==> src/rtl/aes_pkg.sv <==
// Shared definitions for the AES-128 round-key buffer: sizes and the
// controller state encoding.
package aes_pkg;

  localparam int AES128_NR  = 10;
  localparam int AES128_NRK = AES128_NR + 1;
  localparam int AES128_KW  = 128;

  typedef enum logic [1:0] {
    ST_IDLE,
    ST_LOAD,
    ST_FILL,
    ST_READY
  } rk_state_e;

endpackage

==> src/rtl/aes_rk_ram.sv <==
// Round-key store: one write port and one synchronous read port whose
// registered output is the round-key bus seen by the cipher cores.
module aes_rk_ram #(
  parameter int DEPTH = 11,
  parameter int KW    = 128,
  parameter int AW    = 4
) (
  input  logic          clk,
  input  logic          rst,
  input  logic          we,
  input  logic [AW-1:0] waddr,
  input  logic [KW-1:0] wdata,
  input  logic          re,
  input  logic [AW-1:0] raddr,
  input  logic          rzero,
  output logic [KW-1:0] rdata
);

  localparam logic [AW-1:0] LAST = AW'(DEPTH - 1);

  logic [KW-1:0] mem_q [DEPTH];
  logic [KW-1:0] rdata_q;
  logic [AW-1:0] ridx;

  // Out-of-range indices are folded onto entry 0; the parent zeroes that result anyway.
  assign ridx = (raddr <= LAST) ? raddr : '0;

  // NOTE: the key store is deliberately left out of reset; validity is
  // tracked by the controller, so a reset only needs to hide the contents.
  always_ff @(posedge clk) begin
    if (we) begin
      mem_q[waddr] <= wdata;
    end
  end

  always_ff @(posedge clk) begin
    if (rst) begin
      rdata_q <= '0;
    end else if (re) begin
      rdata_q <= rzero ? '0 : mem_q[ridx];
    end
  end

  assign rdata = rdata_q;

endmodule

==> src/rtl/aes_rk_buffer_128.sv <==
// Drives the AES-128 key expander, captures its 11 round keys into a store
// and serves indexed round-key reads with one cycle of latency.
module aes_rk_buffer_128
  import aes_pkg::*;
#(
  parameter int NR = AES128_NR,
  parameter int KW = AES128_KW
) (
  input  logic          clk,
  input  logic          rst,
  input  logic          start,
  input  logic [KW-1:0] key_in,
  output logic [KW-1:0] exp_key,
  output logic          exp_kld,
  input  logic [31:0]   exp_w0,
  input  logic [31:0]   exp_w1,
  input  logic [31:0]   exp_w2,
  input  logic [31:0]   exp_w3,
  output logic          busy,
  output logic          ready,
  input  logic          rd_en,
  input  logic [3:0]    rd_idx,
  output logic          rd_ack,
  output logic          rd_err,
  output logic [KW-1:0] rk_out
);

  localparam int         NRK      = NR + 1;
  localparam logic [3:0] LAST_IDX = 4'(NR);

  rk_state_e     state_q;
  logic [3:0]    cnt_q;
  logic [KW-1:0] exp_key_q;
  logic          exp_kld_q;
  logic          busy_q;
  logic          ready_q;
  logic          rd_ack_q;
  logic          rd_err_q;

  logic          rd_bad;
  logic          mem_we;

  // Read decisions use the registered ready, so a read racing a restart still sees the old keys.
  assign rd_bad = !ready_q || (rd_idx > LAST_IDX);
  assign mem_we = (state_q == ST_FILL);

  // NOTE: all state here updates with non-blocking assignments so every
  // register samples pre-edge values, independent of statement order.
  always_ff @(posedge clk) begin
    if (rst) begin
      state_q   <= ST_IDLE;
      cnt_q     <= '0;
      exp_key_q <= '0;
      exp_kld_q <= 1'b0;
      busy_q    <= 1'b0;
      ready_q   <= 1'b0;
      rd_ack_q  <= 1'b0;
      rd_err_q  <= 1'b0;
    end else begin
      rd_ack_q  <= rd_en;
      rd_err_q  <= rd_en && rd_bad;
      exp_kld_q <= 1'b0;

      case (state_q)
        ST_IDLE, ST_READY: begin
          if (start) begin
            exp_key_q <= key_in;
            exp_kld_q <= 1'b1;
            busy_q    <= 1'b1;
            ready_q   <= 1'b0;
            state_q   <= ST_LOAD;
          end
        end
        ST_LOAD: begin
          cnt_q   <= '0;
          state_q <= ST_FILL;
        end
        ST_FILL: begin
          cnt_q <= cnt_q + 4'd1;
          if (cnt_q == LAST_IDX) begin
            busy_q  <= 1'b0;
            ready_q <= 1'b1;
            state_q <= ST_READY;
          end
        end
        default: begin
          busy_q  <= 1'b0;
          ready_q <= 1'b0;
          state_q <= ST_IDLE;
        end
      endcase
    end
  end

  assign exp_key = exp_key_q;
  assign exp_kld = exp_kld_q;
  assign busy    = busy_q;
  assign ready   = ready_q;
  assign rd_ack  = rd_ack_q;
  assign rd_err  = rd_err_q;

  aes_rk_ram #(
    .DEPTH (NRK),
    .KW    (KW),
    .AW    (4)
  ) u_ram (
    .clk   (clk),
    .rst   (rst),
    .we    (mem_we),
    .waddr (cnt_q),
    .wdata ({exp_w0, exp_w1, exp_w2, exp_w3}),
    .re    (rd_en),
    .raddr (rd_idx),
    .rzero (rd_bad),
    .rdata (rk_out)
  );

endmodule

==> config.mk <==
export PLATFORM = sky130hd
export DESIGN_NAME = aes_rk_buffer_128
export DESIGN_NICKNAME = d
export VERILOG_FILES = /design/src/rtl/aes_pkg.sv /design/src/rtl/aes_rk_ram.sv /design/src/rtl/aes_rk_buffer_128.sv
export SDC_FILE = /design/constraint.sdc
export NUM_CORES = 2
export LEC_CHECK = 0
export CORE_ASPECT_RATIO = 0.6
export CORE_MARGIN = 2
export CORE_UTILIZATION = 50
export CTS_CLUSTER_SIZE = 30
export DETAILED_ROUTE_END_ITERATION = 8
export MAX_ROUTING_LAYER = met4
export PLACE_DENSITY_LB_ADDON = 0.15
export SLEW_MARGIN = 10
export SYNTH_ARGS = -nofsm -noshare
export SYNTH_HDL_FRONTEND = slang
export SYNTH_SLANG_ARGS = --single-unit
==> constraint.sdc <==
create_clock -name clk -period 6.15 [get_ports clk]
set_clock_uncertainty 0.15 [all_clocks]
set_input_delay 1.23 -clock clk [delete_from_list [all_inputs] [get_ports clk]]
set_output_delay 1.23 -clock clk [all_outputs]
set_load 0.02 [all_outputs]
# Word-level counts from Yosys, hierarchy flattened
# Memories as Yosys holds them, arrays and structs flattened.
# Index checks and enable logic that the tools add are counted.
# word_totals
ramBits	1408
register_bits	267
mem_count	1
# memory_table
name	words	word_bits	rd	rd_clocked_by_memory_dff	wr	line	rtl
u_ram.mem_q	11	128	1	0	1	aes_rk_ram.sv:21	logic [KW-1:0] mem_q [DEPTH];
# op_classes
addsub	1
n_eq_ne	6
bitwise	1
n_reduce_logical	11
mux	15
order_cmp	2
# ops
operator	n
128-bit 2-to-1 mux	1
4-bit one-hot mux with 2 select lines	1
1-bit 2-to-1 mux	7
2-bit one-hot mux with 3 select lines	1
4-bit by 1-bit adder with 4-bit output (second input constant)	1
2-bit == test (second input constant)	2
4-bit == test (second input constant)	1
4-bit > comparator (second input constant)	1
4-bit less-or-equal comparator (second input constant)	1
2-bit 2-to-1 mux	2
4-bit 2-to-1 mux	1
1-bit one-hot mux with 2 select lines	2
2-bit AND reduction	2
2-bit nonzero test	2
2-bit OR reduction	2
3-bit AND reduction	1
2-bit by 1-bit == test with 1-bit output (second input constant)	1
2-bit zero test	1
2-bit by 1-bit != test with 1-bit output (second input constant)	1
2-bit != test (second input constant)	1
1-bit logical AND	1
1-bit zero test	1
1-bit logical OR	1
1-bit NOT	1

# Depth between registers and ports, before layout
# logic_depth
ltp_word	4
mapped_depth	9
mapped_depth_nobuf	7

# Hierarchy
# A second synthesis with hierarchy kept.
# unflattened
hier_cells	4718
hier_area_um2	65263.8
# modules_own_cells
module	seq_area_each_um2	cells_each	n_inst	area_each_um2
aes_rk_ram	44843.0	4102	1	60282.8
aes_rk_buffer_128	2782.7	616	1	4981.0

# Least setup slack after synthesis
# OpenSTA, ideal clock, no wires.
# synth_timing
path_kind	reg-to-reg
start	register state_q[0]
end	memory u_ram.mem_q[0][0] (enable)
required_time_ps	5498
slack_ps	1431
period_less_slack_ps	4719
arrival_time_ps	4066
n_path_buf	1
setup_ps	502
path_stages_with_launch	6
cell_sequence	dfxtp_1 inv_1 ha_1 clkbuf_1 nor3b_1 and2_1
# synth_via
elab_chain_cells	3
# synth_rtl
item	line	rtl
from (decl)	aes_rk_buffer_128.sv:31	rk_state_e state_q;
from (signal assigned)	aes_rk_buffer_128.sv:51	state_q <= ST_IDLE;
from (signal assigned)	aes_rk_buffer_128.sv:71	state_q <= ST_LOAD;
from (signal assigned)	aes_rk_buffer_128.sv:76	state_q <= ST_FILL;
2-bit == test	aes_rk_buffer_128.sv:45	assign mem_we = (state_q == ST_FILL);
via mem_we	aes_rk_buffer_128.sv:41	logic mem_we;
1-bit 2-to-1 mux	aes_rk_ram.sv:31	if (we) begin
1-bit 2-to-1 mux (implied by the code)	aes_rk_ram.sv:32	mem_q[waddr] <= wdata;
to (decl)	aes_rk_ram.sv:21	
# The timed path passes the listed nets, and every way through them passes these cells.

# Worst setup path after layout
# layout_timing
start	input rd_idx[1]
end	register u_ram.rdata_q[48] (netlist: u_ram.rdata[48])
# layout_via
elab_chain_cells	4
elab_cells_between_ends	6
classes_between	order compare: 2; mux: 2; reduce/logical: 1; memory: 1
# layout_rtl
item	line	rtl
from (decl)	aes_rk_buffer_128.sv:22	input logic [3:0] rd_idx,
4-bit less-or-equal comparator	aes_rk_ram.sv:26	assign ridx = (raddr <= LAST) ? raddr : '0;
4-bit 2-to-1 mux	aes_rk_ram.sv:26	
memory read 11 x 128 bit	-	
128-bit 2-to-1 mux (*)	aes_rk_ram.sv:40	rdata_q <= rzero ? '0 : mem_q[ridx];
to (signal assigned)	aes_rk_ram.sv:40	
to (decl)	aes_rk_ram.sv:22	logic [KW-1:0] rdata_q;
# Mark *: on every way between the ends. The rest lies on a longest branch, timed or not.
# A chain may end at the register's enable or synchronous reset.

==> flow_metrics.env <==
export IMPL_start_util=0.504
export IMPL_power_share_switching=0.251
export IMPL_htree_num_levels=4
export IMPL_ctsResizeCount=0
export IMPL_hpwlAfterDp_um=103000
export IMPL_max_freq_mhz=272
export IMPL_wirelength_um=199000
export IMPL_netlist_area_sq_mm=0.0662
export IMPL_drtPass1Iterations=5
export IMPL_ys_seq_area_frac=0.719
export IMPL_internal_power_mw=19.3
export IMPL_cts_tree="done"
export IMPL_grt_pass1_vias=41500
export IMPL_grt_usage=0.297
export IMPL_synth_edff_count=1408
export IMPL_endpoint_kind="register"
export IMPL_slew_violations=0
export IMPL_coreArea_sq_mm=0.131
export IMPL_drc_errors=0
export IMPL_syn_to_final_growth_pct=17.7
export IMPL_cp_depth=7
export IMPL_io_pins=525
export IMPL_die_area_sq_mm=0.135
export IMPL_pwr_share_comb=0.121
export IMPL_period_minus_slack_ns=3.68
export IMPL_crit_required_ns=6.72
export IMPL_grt_max_degree=168
export IMPL_avgSynthCellArea_sq_um=14.4
export IMPL_p_switching_mw=6.46
export IMPL_synth_top_area_frac=0.638
export IMPL_cp_max_fo=75
export IMPL_setup_tns_ns=0
export IMPL_async_flop_share=0
export IMPL_synth_main_ff_cell="edfxtp_1"
export IMPL_finalWorstSetupSlack_ns=2.47
export IMPL_synth_nets=4877
export IMPL_rsz0062_at_grt="no"
export IMPL_cts_sinks=1675
export IMPL_p_leak_nw=25.8
export IMPL_maxCapViolCount=0
export IMPL_critical_path_top_delay_family="buffers and inverters"
export IMPL_wire_per_inst_um=29.2
export IMPL_worstMarginPinSlew_ns=1.20
export IMPL_via_per_inst=6.38
export IMPL_drive_gt1_frac=0.0669
export IMPL_r2r_start="state_q[0]"
export IMPL_place_ws_ns=1.79
export IMPL_cts_root_buffer="clkbuf_16"
export IMPL_power_density_mw_per_mm2=331
export IMPL_die_h_um=286
export IMPL_crit_path_cell_trace="buf_6 > inv_4 > a21oi_4 > buf_12 > o2111ai_1 > o211ai_1 > a22o_1"
export IMPL_cts_hold_buf=0
export IMPL_die_w_um=474
export IMPL_dr_total_vias=43600
export IMPL_layout_nets=5227
export IMPL_fin_crit_sh=0.598
export IMPL_clkLatencyLatePin_ns=0.79
export IMPL_r2r_cells=5
export IMPL_slowest_stage="a21oi_4"
export IMPL_cts_made_buffers=155
export IMPL_status="finished, final reports clean"
export IMPL_port_buffers=524
export IMPL_vdd_drop_max_mv=0.291
export IMPL_yosys_area_top_type="edfxtp_1"
export IMPL_ant_nets=0
export IMPL_hp_class="reg -> reg"
export IMPL_p_seq_frac=0.507
export IMPL_path_clk_slew_ns=0.06
export IMPL_num_rows=103
export IMPL_gp_congestion=0.791
export IMPL_ys_top_cells_by_area="edfxtp_1 (64%), dfxtp_1 (8.1%), nand2_1 (3.0%), o21a_1 (2.9%), mux2i_1 (1.9%)"
export IMPL_max_clock_path_buffers=3
export IMPL_drt_iter0_drc=5406
export IMPL_grt_antenna_before_repair=16
export IMPL_setup_worst_path_class="in -> reg"
export IMPL_max_stage_delay_ns=0.63
export IMPL_clkPwrFrac=0.372
export IMPL_critical_path_arrival_ns=4.25
export IMPL_hold_viol=0
export IMPL_startpoint_type="input pin"
export IMPL_setup_viol=0
export IMPL_regToRegEndpoint="u_ram.mem_q[2][12]"
export IMPL_yosysWarnings=0
export IMPL_cp_startpoint="rd_idx[1]"
export IMPL_r2r_slack_ns=2.85
export IMPL_grt_overflow=0
export IMPL_grt_pass1_wl_um=290000
export IMPL_cp_endpoint="u_ram.rdata[48]"
export IMPL_cp_num_buf_inv=3
export IMPL_syn_inst=4607
export IMPL_synthDistinctLibCells=47
export IMPL_slew_headroom=0.200
export IMPL_synth_seq_cells=1675
export IMPL_postCtsSetupRepairBufs=0
## state kept, by name, indices dropped and copies added, names as in the netlist
register     count
u_ram.mem_q   1408
ready            1
state_q          2
exp_kld          1
rd_ack           1
rd_err           1
exp_key        128
cnt_q            4
busy             1
u_ram.rdata    128
## cell families (layout without fill, tap and decap cells)
kind of cell / after synthesis / in the layout / share of synthesized area
AO/OA/AOI/OAI: 1553 / 1553 / 0.175
flip-flops: 1675 / 1675 / 0.719
AND/OR/NAND/NOR: 826 / 826 / 0.0578
adder cells (fa/ha/maj): 6 / 6 / 0.00113
buffers and inverters: 418 / 896 / 0.0268
multiplexers: 129 / 129 / 0.0197
other: 0 / 11 / 0
## layout by cell type, fill, tap and decap left out, types with 4 or more instances in the layout
master and count:
a211o_1 127, a21o_1 127, a21oi_1 139, a221oi_1 127, a22o_1 127, a22oi_1 4
a31oi_1 128, and2_4 14, and3_1 127, buf_12 26, buf_4 54, bufinv_16 9
clkbuf_1 38, clkbuf_16 160, clkbuf_8 16, clkdlybuf4s50_1 519, clkinv_1 21, clkinv_2 30
clkinvlp_4 4, dfxtp_1 267, diode_2 11, edfxtp_1 1408, ha_1 6, inv_1 4
inv_6 7, mux2i_1 127, nand2_1 519, nand2b_1 128, nor2_1 15, nor2_4 4
nor2b_1 4, o2111ai_1 126, o211ai_1 129, o21a_1 252, o21ai_0 130, o32ai_1 126
## power groups by stage
| stage | registers (mW) | clock network [mW] | logic (mW) |
|---|---|---|---|
| after global placement | 13.3 | 0 | 3.08 |
| final | 13.1 | 9.59 | 3.11 |
| after CTS | 13.1 | 9.72 | 3.11 |
| after global routing | 13.1 | 10.2 | 3.33 |
| after floorplan | 13.6 | 0 | 1.43 |
| after detailed placement | 13.3 | 0 | 3.10 |
## area by class of cell
type                            count  area [sq um]
Fill cell                       10200         53500
Inverter                            8          50.0
Antenna cell                       11          27.5
Multi-Input combinational cell   2514         16900
Tap cell                         1732          2170
Sequential cell                  1675         47600
Timing Repair Buffer              603          6170
Clock buffer                      214          4370
Clock inverter                     71           609
## tightest hold or removal path, delay by kind of cell (launching register included)
kind	cells	cell delay [ns]
flops	1	0.31
simple gates	1	0.05
compound gates	1	0.05
## layer usage
layer  routed length [um]  vias to the layer above  track usage
met3                18500                      225       0.0470
met2                89100                     2353        0.426
li1                     -                    18900            -
met1                88300                    22100        0.444
met4                 3260                        0       0.0738
met5                    0                        -            -
## metrics by stage
step           power (mW)  cell area (sq um)   util  std cells  hold WS, ns
3_3_place_gp         16.4              73000  0.555       6532        0.291
3_5_place_dp         16.4              73000  0.555       6532        0.295
5_1_grt              26.6              78000  0.593       6826        0.314
4_1_cts              25.9              77900  0.593       6817        0.304
2_1_floorplan        15.0              66200      -       4607        0.332
6_report             25.8              78000  0.593       6828        0.301
## cells in the mapped netlist (2+ instances only)
cell type,count
o2111ai_1,126
nor2_1,17
clkbuf_1,281
mux2i_1,127
a31oi_1,128
buf_1,29
nor2_2,2
buf_2,78
a21oi_1,139
a221oi_1,127
nor3_1,2
nand2b_1,130
and3_1,127
a211o_1,127
o211ai_1,129
a21o_1,127
o221ai_1,2
and2_1,15
nand2_1,521
nor2b_1,4
inv_1,5
dfxtp_1,267
a311oi_1,3
a211oi_1,2
a22oi_1,4
nand3_1,2
o32ai_1,126
a22o_1,127
ha_1,6
o21a_1,252
buf_6,7
o21ai_0,130
inv_2,3
buf_4,15
edfxtp_1,1408
## how the worst min path moves through the flow
stage / from / end / cells after the start
final: exp_key[20] / exp_key[20] / 2
after global routing: exp_key[122] / exp_key[122] / 2
after CTS: exp_key[7] / exp_key[7] / 2
after detailed placement: exp_key[7] / exp_key[7] / 2
after global placement: exp_key[56] / exp_key[56] / 2
after floorplan: state_q[1] / state_q[1] / 2
(Power assumes the default switching activity.)
